==> src/rtl/xc_sha3_seq.sv <==
// Keccak lane-address sequencer: walks the 25 lanes (y outer, x inner), applies the selected
// index function and streams base + (index << shamt) over valid/ready. Option: XC_SHA3_SEQ_ROUNDS_EN.
module xc_sha3_seq #(
  parameter int unsigned AW = 32
) (
  input  logic          g_clk,
  input  logic          g_reset,
  input  logic          start,
  input  logic [2:0]    cfg_op,
  input  logic [1:0]    cfg_shamt,
  input  logic [AW-1:0] cfg_base,
`ifdef XC_SHA3_SEQ_ROUNDS_EN
  input  logic [4:0]    cfg_rounds,
  output logic [4:0]    out_round,
`endif
  input  logic          abort,
  output logic          busy,
  output logic          out_valid,
  input  logic          out_ready,
  output logic [AW-1:0] out_addr,
  output logic [2:0]    out_x,
  output logic [2:0]    out_y,
  output logic          done
);

  typedef enum logic [0:0] {StIdle, StRun} state_e;

  state_e        state_q;
  logic [2:0]    op_q;
  logic [1:0]    shamt_q;
  logic [AW-1:0] base_q;
  logic [2:0]    nx, ny;
  logic          last_lane;
`ifdef XC_SHA3_SEQ_ROUNDS_EN
  logic [4:0]    rounds_q;
`endif

  // Inputs never exceed 20, so a short compare/subtract chain is enough.
  function automatic logic [2:0] mod5(input logic [4:0] v);
    logic [4:0] r;
    r = v;
    if (r >= 5'd20)      r = r - 5'd20;
    else if (r >= 5'd15) r = r - 5'd15;
    else if (r >= 5'd10) r = r - 5'd10;
    else if (r >= 5'd5)  r = r - 5'd5;
    return r[2:0];
  endfunction

  function automatic logic [AW-1:0] lane_addr(input logic [2:0]    op,
                                              input logic [1:0]    shamt,
                                              input logic [AW-1:0] base,
                                              input logic [2:0]    x,
                                              input logic [2:0]    y);
    logic [4:0] l, r;
    logic [6:0] idx;
    l = 5'(x);
    r = 5'(y);
    case (op)
      3'd1: l = 5'(x) + 5'd1;
      3'd2: l = 5'(x) + 5'd2;
      3'd3: l = 5'(x) + 5'd4;
      3'd4: begin
        l = 5'(y);
        r = 5'(x) * 5'd2 + 5'(y) * 5'd3;
      end
      default: ;
    endcase
    idx = 7'(mod5(l)) + 7'd5 * 7'(mod5(r));
    return base + (AW'(idx) << shamt);
  endfunction

  always_comb begin
    nx = out_x + 3'd1;
    ny = out_y;
    if (out_x == 3'd4) begin
      nx = 3'd0;
      ny = (out_y == 3'd4) ? 3'd0 : out_y + 3'd1;
    end
    last_lane = (out_x == 3'd4) && (out_y == 3'd4);
`ifdef XC_SHA3_SEQ_ROUNDS_EN
    last_lane = last_lane && (out_round == rounds_q - 5'd1);
`endif
  end

  always_ff @(posedge g_clk or posedge g_reset) begin
    if (g_reset) begin
      state_q   <= StIdle;
      op_q      <= 3'd0;
      shamt_q   <= 2'd0;
      base_q    <= '0;
      busy      <= 1'b0;
      out_valid <= 1'b0;
      out_addr  <= '0;
      out_x     <= 3'd0;
      out_y     <= 3'd0;
      done      <= 1'b0;
`ifdef XC_SHA3_SEQ_ROUNDS_EN
      rounds_q  <= 5'd1;
      out_round <= 5'd0;
`endif
    end else begin
      done <= 1'b0;
      unique case (state_q)
        StIdle: begin
          if (start) begin
            state_q   <= StRun;
            op_q      <= cfg_op;
            shamt_q   <= cfg_shamt;
            base_q    <= cfg_base;
            busy      <= 1'b1;
            out_valid <= 1'b1;
            out_x     <= 3'd0;
            out_y     <= 3'd0;
            out_addr  <= lane_addr(cfg_op, cfg_shamt, cfg_base, 3'd0, 3'd0);
`ifdef XC_SHA3_SEQ_ROUNDS_EN
            rounds_q  <= (cfg_rounds == 5'd0) ? 5'd1 : cfg_rounds;
            out_round <= 5'd0;
`endif
          end
        end
        StRun: begin
          // abort wins over a simultaneous accept; the presented lane is dropped
          if (abort) begin
            state_q   <= StIdle;
            busy      <= 1'b0;
            out_valid <= 1'b0;
          end else if (out_ready) begin
            if (last_lane) begin
              state_q   <= StIdle;
              busy      <= 1'b0;
              out_valid <= 1'b0;
              done      <= 1'b1;
            end else begin
              out_x    <= nx;
              out_y    <= ny;
              out_addr <= lane_addr(op_q, shamt_q, base_q, nx, ny);
`ifdef XC_SHA3_SEQ_ROUNDS_EN
              if (out_x == 3'd4 && out_y == 3'd4) out_round <= out_round + 5'd1;
`endif
            end
          end
        end
        default: state_q <= StIdle;
      endcase
    end
  end

endmodule

==> config.mk <==
export PLATFORM = sky130hd
export DESIGN_NAME = xc_sha3_seq
export DESIGN_NICKNAME = d
export VERILOG_FILES = /design/src/rtl/xc_sha3_seq.sv
export SDC_FILE = /design/constraint.sdc
export NUM_CORES = 1
export LEC_CHECK = 0
export CAP_MARGIN = 0
export CORE_MARGIN = 2
export CORE_UTILIZATION = 32
export CTS_BUF_LIST = sky130_fd_sc_hd__clkbuf_2 sky130_fd_sc_hd__clkbuf_4 sky130_fd_sc_hd__clkbuf_8
export DETAILED_ROUTE_END_ITERATION = 16
export MAX_ROUTING_LAYER = met4
export PLACE_DENSITY = 0.62
export SKIP_CTS_REPAIR_TIMING = 1
export SKIP_LAST_GASP = 1
export SYNTH_ARGS = -nofsm -noshare
export SYNTH_HDL_FRONTEND = slang
export SYNTH_SLANG_ARGS = --single-unit
==> constraint.sdc <==
create_clock -name g_clk -period 14.2 [get_ports g_clk]
set_input_delay 1.42 -clock g_clk [delete_from_list [all_inputs] [get_ports g_clk]]
set_output_delay 1.42 -clock g_clk [all_outputs]
set_load 0.01 [all_outputs]
# After elaboration in Yosys (flattened, before gate mapping)

Index checks and enable logic that the tools add are counted.

Add/subtract/negate cells: 26
Order comparisons: 16
Multiplexer cells: 74
$mul: 3
Bitwise logic cells: 1
Reduce and logical (&&, ||, !) cells: 4
Eq/ne operators: 15
Shifts and indexed selects: 2

Operator list:

| operator              | number |
|---|---|
| $mux W32              | 4 |
| $mux W3               | 38 |
| $mux W5               | 13 |
| $add A32 B32 Y32      | 2 |
| $pmux W32 S2          | 1 |
| $shl A7 B2 Y32        | 2 |
| $ge A5 B4 Y1 const B  | 8 |
| $sub A3 B3 Y3 const B | 12 |
| $ge A5 B3 Y1 const B  | 4 |
| $ge A5 B5 Y1 const B  | 4 |
| $pmux W4 S4           | 1 |
| $add A3 B6 Y7         | 2 |
| $eq A3 B2 Y1 const B  | 4 |
| $mul A3 B3 Y6 const A | 2 |
| $mux W1               | 12 |
| $pmux W3 S2           | 2 |
| $sub A3 B2 Y3 const B | 4 |
| $eq A3 B3 Y1 const B  | 3 |
| $pmux W3 S3           | 1 |
| $ne A2 B2 Y1 const B  | 4 |
| $add A3 B1 Y3 const B | 2 |
| $eq A3 B1 Y1 const B  | 2 |
| $add A4 B5 Y5         | 1 |
| $mul A3 B2 Y5 const B | 1 |
| other kinds (11)      | 12 |

Word-level logic and storage cells: 150
Flip-flop bits (word level): 78
Bits of input ports: 42

# Depth between registers and ports, before layout

Gate-level depths: netlist of run 1.

Depth after elaboration: 27
Gate-level depth with buffers: 37
Gate-level depth less buffers: 35

# Worst setup path before layout of run 1

No wires, ideal clock.

Path type: register -> register
Start point: reg out_y[0]
End point: reg out_addr[25]
Data arrival time: 7.022 ns
Required time: 14.096 ns
Period minus slack after synthesis: 7.126 ns
Stages on the path, launching flop included: 35
Setup slack: 7.074 ns
Library setup time: 0.104 ns
Cells stage by stage: dfrtp_1 > inv_1 > ha_1 > and2_1 > buf_2 > nor2_1 > a22o_1 > inv_1 > fa_1 > inv_1 > ha_1 > mux2_4 > ha_1 > a22o_1 > a31oi_1 > a211oi_1 > o32ai_1 > ha_1 > ha_1 > ha_1 > a21o_1 > a21oi_1 > xor2_1 > nor2_1 > a211oi_1 > a21oi_1 > ha_1 > or3_1 > nor2_1 > o21ai_0 > a21boi_1 > buf_2 > nor2_1 > xnor2_1 > a221oi_1

Word-level cells in the longest chain between the ends: 27

Ends and longest elaborated chain:

| what                                                 | RTL line | text |
|---|---|---|
| from (decl)                                          | 22       | `output logic [2:0] out_y,` |
| from (signal assigned)                               | 135      | `out_y <= ny;` |
| $add A3 B1 Y3 / $eq A3 B3 Y1 (equally long branches) | 77, 79   |  |
| $mux W3                                              | 77       | `ny = (out_y == 3'd4) ? 3'd0 : out_y + 3'd1;` |
| $mux W3                                              | 75       | `if (out_x == 3'd4) begin` |
| $mul A3 B2 Y5                                        | 64       | `r = 5'(x) * 5'd2 + 5'(y) * 5'd3;` |
| $add A4 B5 Y5                                        | 64       |  |
| $mux W5                                              | 58       | `case (op)` |
| $mux W5                                              | 128      | `if (last_lane) begin` |
| $mux W5                                              | 127      | `end else if (out_ready) begin` |
| (+11 left out)                                       | -        |  |
| $mul A3 B3 Y6                                        | 68       | `idx = 7'(mod5(l)) + 7'd5 * 7'(mod5(r));` |
| $add A3 B6 Y7                                        | 68       |  |
| $shl A7 B2 Y32                                       | 69       | `return base + (AW'(idx) << shamt);` |
| $add A32 B32 Y32                                     | 69       |  |
| $mux W32                                             | 128      |  |
| $mux W32                                             | 127      |  |
| $mux W32                                             | 123      | `if (abort) begin` |
| $pmux W32 S2                                         | 103      | `unique case (state_q)` |
| to (signal assigned)                                 | 114      | `out_addr <= lane_addr(cfg_op, cfg_shamt, cfg_base, 3'd0, 3'd0);` |
| to (signal assigned)                                 | 136      | `out_addr <= lane_addr(op_q, shamt_q, base_q, nx, ny);` |
| to (decl)                                            | 20       | `output logic [AW-1:0] out_addr,` |

Several ways; a longest one is shown, not always the timed one. The select of a mux whose other input is x is not followed.
A chain may end at the register's enable or synchronous reset.

# Worst setup path after layout of run 1

Start point: reg out_y[0]
End point: reg out_addr[21]

Same word-level chain as after synthesis.

==> results of run 1 <==
==> per-layer routing <==
layer	share of wire, %	GRT usage (%)	up-vias
met5	0	-	-
met4	0.83	3.73	0
met3	5.1	3.67	9
met2	45	28.6	169
met1	49	24.2	2812
li1	-	-	2881
==> final timing paths <==
path / startpoint / to / slack, ns / depth (start not counted)
max reg2reg: out_y[0]$_DFFE_PP0P_ / out_addr[21]$_DFFE_PP0P_ / 5.86 / 32
min reg2reg: out_addr[0]$_DFFE_PP0P_ / out_addr[0]$_DFFE_PP0P_ / 0.49 / 2
max in group asynchronous: g_reset / out_addr[14]$_DFFE_PP0P_ / 11.76 / 3
max: out_y[0]$_DFFE_PP0P_ / out_addr[21]$_DFFE_PP0P_ / 5.86 / 32
min: out_addr[0]$_DFFE_PP0P_ / out_addr[0]$_DFFE_PP0P_ / 0.49 / 2
min in group asynchronous: g_reset / shamt_q[1]$_DFFE_PP0P_ / 1.34 / 2
==> stage by stage <==
step	power, mW	hold slack, ns	setup slack [ns]
finish	1.19	0.490	5.86
global route	1.29	0.514	5.32
CTS	1.19	0.500	5.89
detailed placement	0.974	0.475	5.95
global placement	0.971	0.473	6.09
floorplan	0.776	0.452	7.07
==> cell type report <==
cell class,instances,area share [%]
Clock inverter,4,0.989
Timing Repair Buffer,89,11.3
Inverter,40,1.96
Antenna cell,1,0.0324
Tap cell,265,4.30
Clock buffer,12,2.14
Sequential cell,78,25.3
Multi-Input combinational cell,633,54.0
==> power by group <==
group	internal (mW)	switching [mW]	total, mW
clock	0.114	0.0982	0.212
combinational	0.296	0.344	0.640
sequential	0.276	0.0597	0.335
==> registers in the layout, summed over array words and instances (netlist names) <==
register   count
base_q        32
done           1
op_q           3
out_addr      32
out_valid      1
out_x          3
out_y          3
shamt_q        2
state_q        1
==> cell usage after synthesis (16+ instances only) <==
cell | instances | area share (%)
sky130_fd_sc_hd__nand2_1 | 148 | 8.7
sky130_fd_sc_hd__dfrtp_1 | 78 | 30
sky130_fd_sc_hd__nor2_1 | 53 | 3.1
sky130_fd_sc_hd__ha_1 | 48 | 9.4
sky130_fd_sc_hd__a21oi_1 | 42 | 3.3
sky130_fd_sc_hd__o21ai_0 | 42 | 3.3
sky130_fd_sc_hd__inv_1 | 39 | 2.3
sky130_fd_sc_hd__xnor2_1 | 31 | 4.2
sky130_fd_sc_hd__nand3_1 | 30 | 2.3
sky130_fd_sc_hd__clkbuf_1 | 24 | 1.4
sky130_fd_sc_hd__xor2_1 | 20 | 2.7
sky130_fd_sc_hd__nand2b_1 | 16 | 1.6
==> kinds of logic (layout without fill, tap and decap cells) <==
kind of cell    after synthesis  count (layout)  synth area share, %
fa+ha+maj                    54              54                 11.2
other cells                   0               1                    0
flops                        78              78                 30.4
mux                          19              19                 3.37
simple gates                323             323                 23.3
xor+xnor                     51              51                 6.96
compound gates              186             186                 19.8
buf+inv                      75             145                 4.89
==> worst max-delay path, delay by kind of cell, from the launching register on <==
kind                       cells  cell delay [ns]
DFF                            1             0.48
buffers and inverters          3             0.19
xor gates and xnor gates       2             0.31
and+or+nand+nor                6             1.19
AOI/OAI and AO/OA             12             3.29
adders and majority gates      8             2.45
muxes                          1             0.32
==> out/summary.md, run 1 <==
• completed — outcome
• 21200 µm² — Die ar.
• 0 — GR Overflow Total
• 8.62 ns — arrival time of data at the critical path endpoint
• 5871 — overall via count from detail_route
• 78 — post-synthesis sequential element count
• 26.6% — Slew headroom
• sky130_fd_sc_hd__ha_1 — most common cell type on the critical path
• 100% — FFs w/ async S/R, synth
• 58.7% — Period Utilization, post-route
• register — Setup crit start kind
• 5 — number of optimization iterations in the first detailed-route pass
• 8.34 ns — time the worst path needs with I/O delays and setup
• 0.39 ns — worst-skew pair later-pin latency
• 13.3 mm — DP Wirelength
• 786 — gate count after technology mapping
• 882 — post-synthesis net count
• 6420 µm² — Synth Cell Area
• 57 — largest net degree at the start of global routing
• 1.10 ns — slew at the pin closest to its max-slew limit
• 77 — number of unique standard cell types used by synthesis
• sky130_fd_sc_hd__clkbuf_8 — Clock Root Buffer
• 0.87 ns — largest stage delay on the critical path
• 1 — number of antenna violations at the first check in global routing
• 0 — # setup viols final
• 2 — buffers from clock root to sink, at most
• 0.09 ns — CTS clock-pin slew for the worst setup and hold paths
• 387 — First DRT Iteration DRCs
• 20.2% — area overhead of the layout relative to synthesis
• 39.4% — Final Util
• 146 µm — overall die height
• 0.888 — Placer Congestion
• 7470 µm² — dpl cell area
• 18.1% — Global Route Usage Sum
• 0.0585 mV — largest vdd supply drop
• 3 — H-tree depth reported by CTS
• 18.5 mm — final wirelength
• 120 MHz — FMAX
• 82 — # port buffers
• 0 — Post-synth EDFFs
• 3.35 nW — total leakage power
• 0.0175 ns — maximum clock skew at final layout
• 14.48 ns — critical path data required time
• 1105 — placed cells
• 51 — number of standard-cell rows in the floorplan
• 83 — number of I/O pins
• 0 — antenna violation net count after detailed routing
• 78 — clock tree sinks
• sky130_fd_sc_hd__a21boi_1 — worst-path cell with the longest stage delay
• 30.4% — proportion of synthesized chip area in sequential cells
• 4160 µm² — area of the multi-input gates
• 0 — number of max-cap violations
• 1122 — non-filler instance count after layout
• reg2reg — worst min path class
• 0 — Final Slew Violations
• 947 — nets
• register — Critical Path End Type
• 5.23 — via count normalized by instance count
• 30.1 mm — first-pass GRT wire length
• 154 nW/µm² — P per Cell Area
• reg2reg — critical path class
• no — RSZ-0062 raised after global routing
• 8.17 µm² — synthesized area divided by synthesized cell count
• 5742 — vias in the first global route
• yes — clock tree from TritonCTS
• 0 — Final Hold Vio Count
• 6.54% — fraction of final layout cells sized beyond drive strength 1
• 7710 µm² — area of all placed cells without fillers
• sky130_fd_sc_hd__nand2_1 — commonest non-fill, non-tap cell in the layout
• 2003 — fill cell count
• 146 µm — die width
• 9 — TritonCTS buffer count
• sky130_fd_sc_hd__dfrtp_1 — dominant register cell in the synthesized netlist
• 13 — biggest fanout along the worst timing path
• 0 ns — total negative slack for setup checks
• 0 — number of warnings reported in the yosys synthesis log
• 0 — DRC Markers
• 32.8% — Starting Density
• 1950 µm² — sequential cell area
• 148 x sky130_fd_sc_hd__nand2_1, 82 x sky130_fd_sc_hd__clkdlybuf4s50_1, 78 x sky130_fd_sc_hd__dfrtp_1 — commonest cells after routing, fill and taps aside
• 19600 µm² — placeable core area
• 16.5 µm — wire per inst
No activity file was read; power rests on OpenSTA's default activity.
==> run 2, diff against run 1 <==
==> constraint.sdc (replaced) <==
create_clock -name g_clk -period 7.7 [get_ports g_clk]
set_input_delay 0.77 -clock g_clk [delete_from_list [all_inputs] [get_ports g_clk]]
set_output_delay 0.77 -clock g_clk [all_outputs]
set_load 0.01 [all_outputs]
==> out/summary.md, run 2 (synthesis results as in run 1) <==
• 0 — Final Slew Violations, unchanged
• 1984 — fill cell count, -0.95%
• 19600 µm² — placeable core area, unchanged
• 83 — number of I/O pins, unchanged
• 51 — number of standard-cell rows in the floorplan, unchanged
• 0.31 ns — worst reg2reg setup slack, -5.56 ns
• 5 — number of optimization iterations in the first detailed-route pass, unchanged
• 0.49 ns — largest stage delay on the critical path, -0.38 ns
• 7.99 ns — critical path data required time, -6.49 ns
• 40.5% — Final Util, +1.1 points
• yes — RSZ-0062 raised after global routing
• 21200 µm² — Die ar., unchanged
• 29.8 mm — first-pass GRT wire length, -0.92%
• base_q x32, out_addr x32 — leading registers by flop count
• 16.3 µm — wire per inst, -1.2%
• 288 nW/µm² — P per Cell Area, +87%
• 5928 — overall via count from detail_route, +0.97%
• 0 — number of max-cap violations, unchanged
• 146 µm — overall die height, unchanged
• 33 — r2r worst-path depth, +3.1%
• 5756 — vias in the first global route, +0.24%
• 13 — biggest fanout along the worst timing path, unchanged
• 96.0% — Period Utilization, post-route, +37 points
• 276 — First DRT Iteration DRCs, -29%
• 9 — TritonCTS buffer count, unchanged
• 2 — buffers from clock root to sink, at most, unchanged
• 23.5% — area overhead of the layout relative to synthesis
• 5.20 — via count normalized by instance count, -0.71%
• 18.5 mm — final wirelength, +0.47%
• 0.996 ns — slew at the pin closest to its max-slew limit, -0.103 ns
• sky130_fd_sc_hd__nand2_1 — commonest non-fill, non-tap cell in the layout
• 0.123 mV — largest vdd supply drop, +110%
• sky130_fd_sc_hd__ha_1 — most common cell type on the critical path
• 0 — antenna violation net count after detailed routing, unchanged
• 0.0159 ns — maximum clock skew at final layout, -0.00157 ns
• register — Setup crit start kind
• 78 — clock tree sinks, unchanged
• 1 — number of antenna violations at the first check in global routing, unchanged
• 148 x sky130_fd_sc_hd__nand2_1, 82 x sky130_fd_sc_hd__clkdlybuf4s50_1, 77 x sky130_fd_sc_hd__dfrtp_1 — commonest cells after routing, fill and taps aside
• 0 — GR Overflow Total, unchanged
• out_y[0]$_DFFE_PP0P_ — R2R Path Start
• 7.68 ns — arrival time of data at the critical path endpoint, -0.94 ns
• 146 µm — die width, unchanged
• 0 — DRC Markers, unchanged
• 10.2% — fraction of final layout cells sized beyond drive strength 1, +3.6 points
• 0 — Final Hold Vio Count, unchanged
• 135 MHz — FMAX, +13%
• register — Critical Path End Type
• 3.44 nW — total leakage power, +2.6%
• 32.8% — Starting Density, unchanged
• 2 — worst hold path stage count, unchanged
• 0.852 — Placer Congestion, -4.0%
• 3 — H-tree depth reported by CTS, unchanged
• 2.28 mW — total design power, +92%
• yes — clock tree from TritonCTS
• 0.10 ns — CTS clock-pin slew for the worst setup and hold paths, about the same
• sky130_fd_sc_hd__fa_1 — worst-path cell with the longest stage delay
• 13.3 mm — DP Wirelength, about the same
• reg2reg — critical path class
• out_addr[1]$_DFFE_PP0P_ — worst hold start
• out_addr[21]$_DFFE_PP0P_ — Critical R2R Capture
• 7.39 ns — time the worst path needs with I/O delays and setup, -0.944 ns
• out_addr[1]$_DFFE_PP0P_ — Hold EP
• completed — outcome
• sky130_fd_sc_hd__clkbuf_8 — Clock Root Buffer
• 33.2% — Slew headroom, +6.6 points
• 17.9% — Global Route Usage Sum, -0.21 points
• 82 — # port buffers, unchanged
• 0.38 ns — worst-skew pair later-pin latency, about the same
• 0 — # setup viols final, unchanged
• 966 — nets, +2.0%
• 57 — largest net degree at the start of global routing, unchanged
• reg2reg — worst min path class
==> run 2: cell count changes in the layout (fill, tap and decap cells not counted), sizes merged <==
cell,previous run,this run
buf,7,26
clkinvlp,1,0
inv,40,41
==> run 2: cell type report <==
| type | count | area, µm² | area share (%) |
|---|---|---|---|
| Timing Repair Buffer | 108 | 1020 | 12.9 |
| Inverter | 40 | 151 | 1.91 |
| Sequential cell | 78 | 1950 | 24.6 |
| Tap cell | 265 | 332 | 4.18 |
| Multi-Input combinational cell | 633 | 4240 | 53.5 |
| Clock buffer | 12 | 153 | 1.92 |
| Antenna cell | 1 | 2.50 | 0.0316 |
| Clock inverter | 4 | 77.6 | 0.978 |
==> run 2: where the power goes <==
part | total, mW | internal (mW) | switching [mW] | leakage, nW
combinational | 1.29 | 0.617 | 0.670 | 2.38
sequential | 0.616 | 0.508 | 0.107 | 0.942
clock | 0.378 | 0.202 | 0.177 | 0.118
==> run 2: worst max-delay path by stage <==
stage	from	end	cells after the start
2_1_floorplan	out_y[0]$_DFFE_PP0P_	out_addr[25]$_DFFE_PP0P_	34
3_3_place_gp	out_y[0]$_DFFE_PP0P_	out_addr[21]$_DFFE_PP0P_	36
3_5_place_dp	out_x[0]$_DFFE_PP0P_	out_addr[21]$_DFFE_PP0P_	33
4_1_cts	out_x[0]$_DFFE_PP0P_	out_addr[21]$_DFFE_PP0P_	33
5_1_grt	out_y[0]$_DFFE_PP0P_	out_addr[21]$_DFFE_PP0P_	35
6_report	out_y[0]$_DFFE_PP0P_	out_addr[21]$_DFFE_PP0P_	33
==> run 2: routing by layer <==
layer / up-vias / wire length, µm / track usage, %
li1: 2930 / - / -
met2: 143 / 8400 / 27.9
met1: 2834 / 9050 / 24.2
met3: 21 / 822 / 2.45
met5: - / 0 / -
met4: 0 / 280 / 5.44
==> run 2: critical path: cells and delay by family, from the launching register on <==
kind | cells | cell delay, ns
simple gates | 3 | 0.84
fa+ha+maj | 8 | 2.44
mux | 2 | 0.54
compound gates | 13 | 2.11
buf+inv | 5 | 0.51
xor+xnor | 2 | 0.43
flops | 1 | 0.44
==> run 2: per-stage QoR <==
step                hold slack, ns  instances  cell area, µm²  worst slack [ns]  setup TNS, ns
finish                       0.488       1141            7930             0.307              0
global route                 0.520       1141            7930            -0.108         -0.322
CTS                          0.493       1132            7780           0.00512              0
detailed placement           0.473       1116            7550            0.0234              0
global placement             0.470       1116            7550             0.197              0
floorplan                    0.452        786            6420             0.574              0
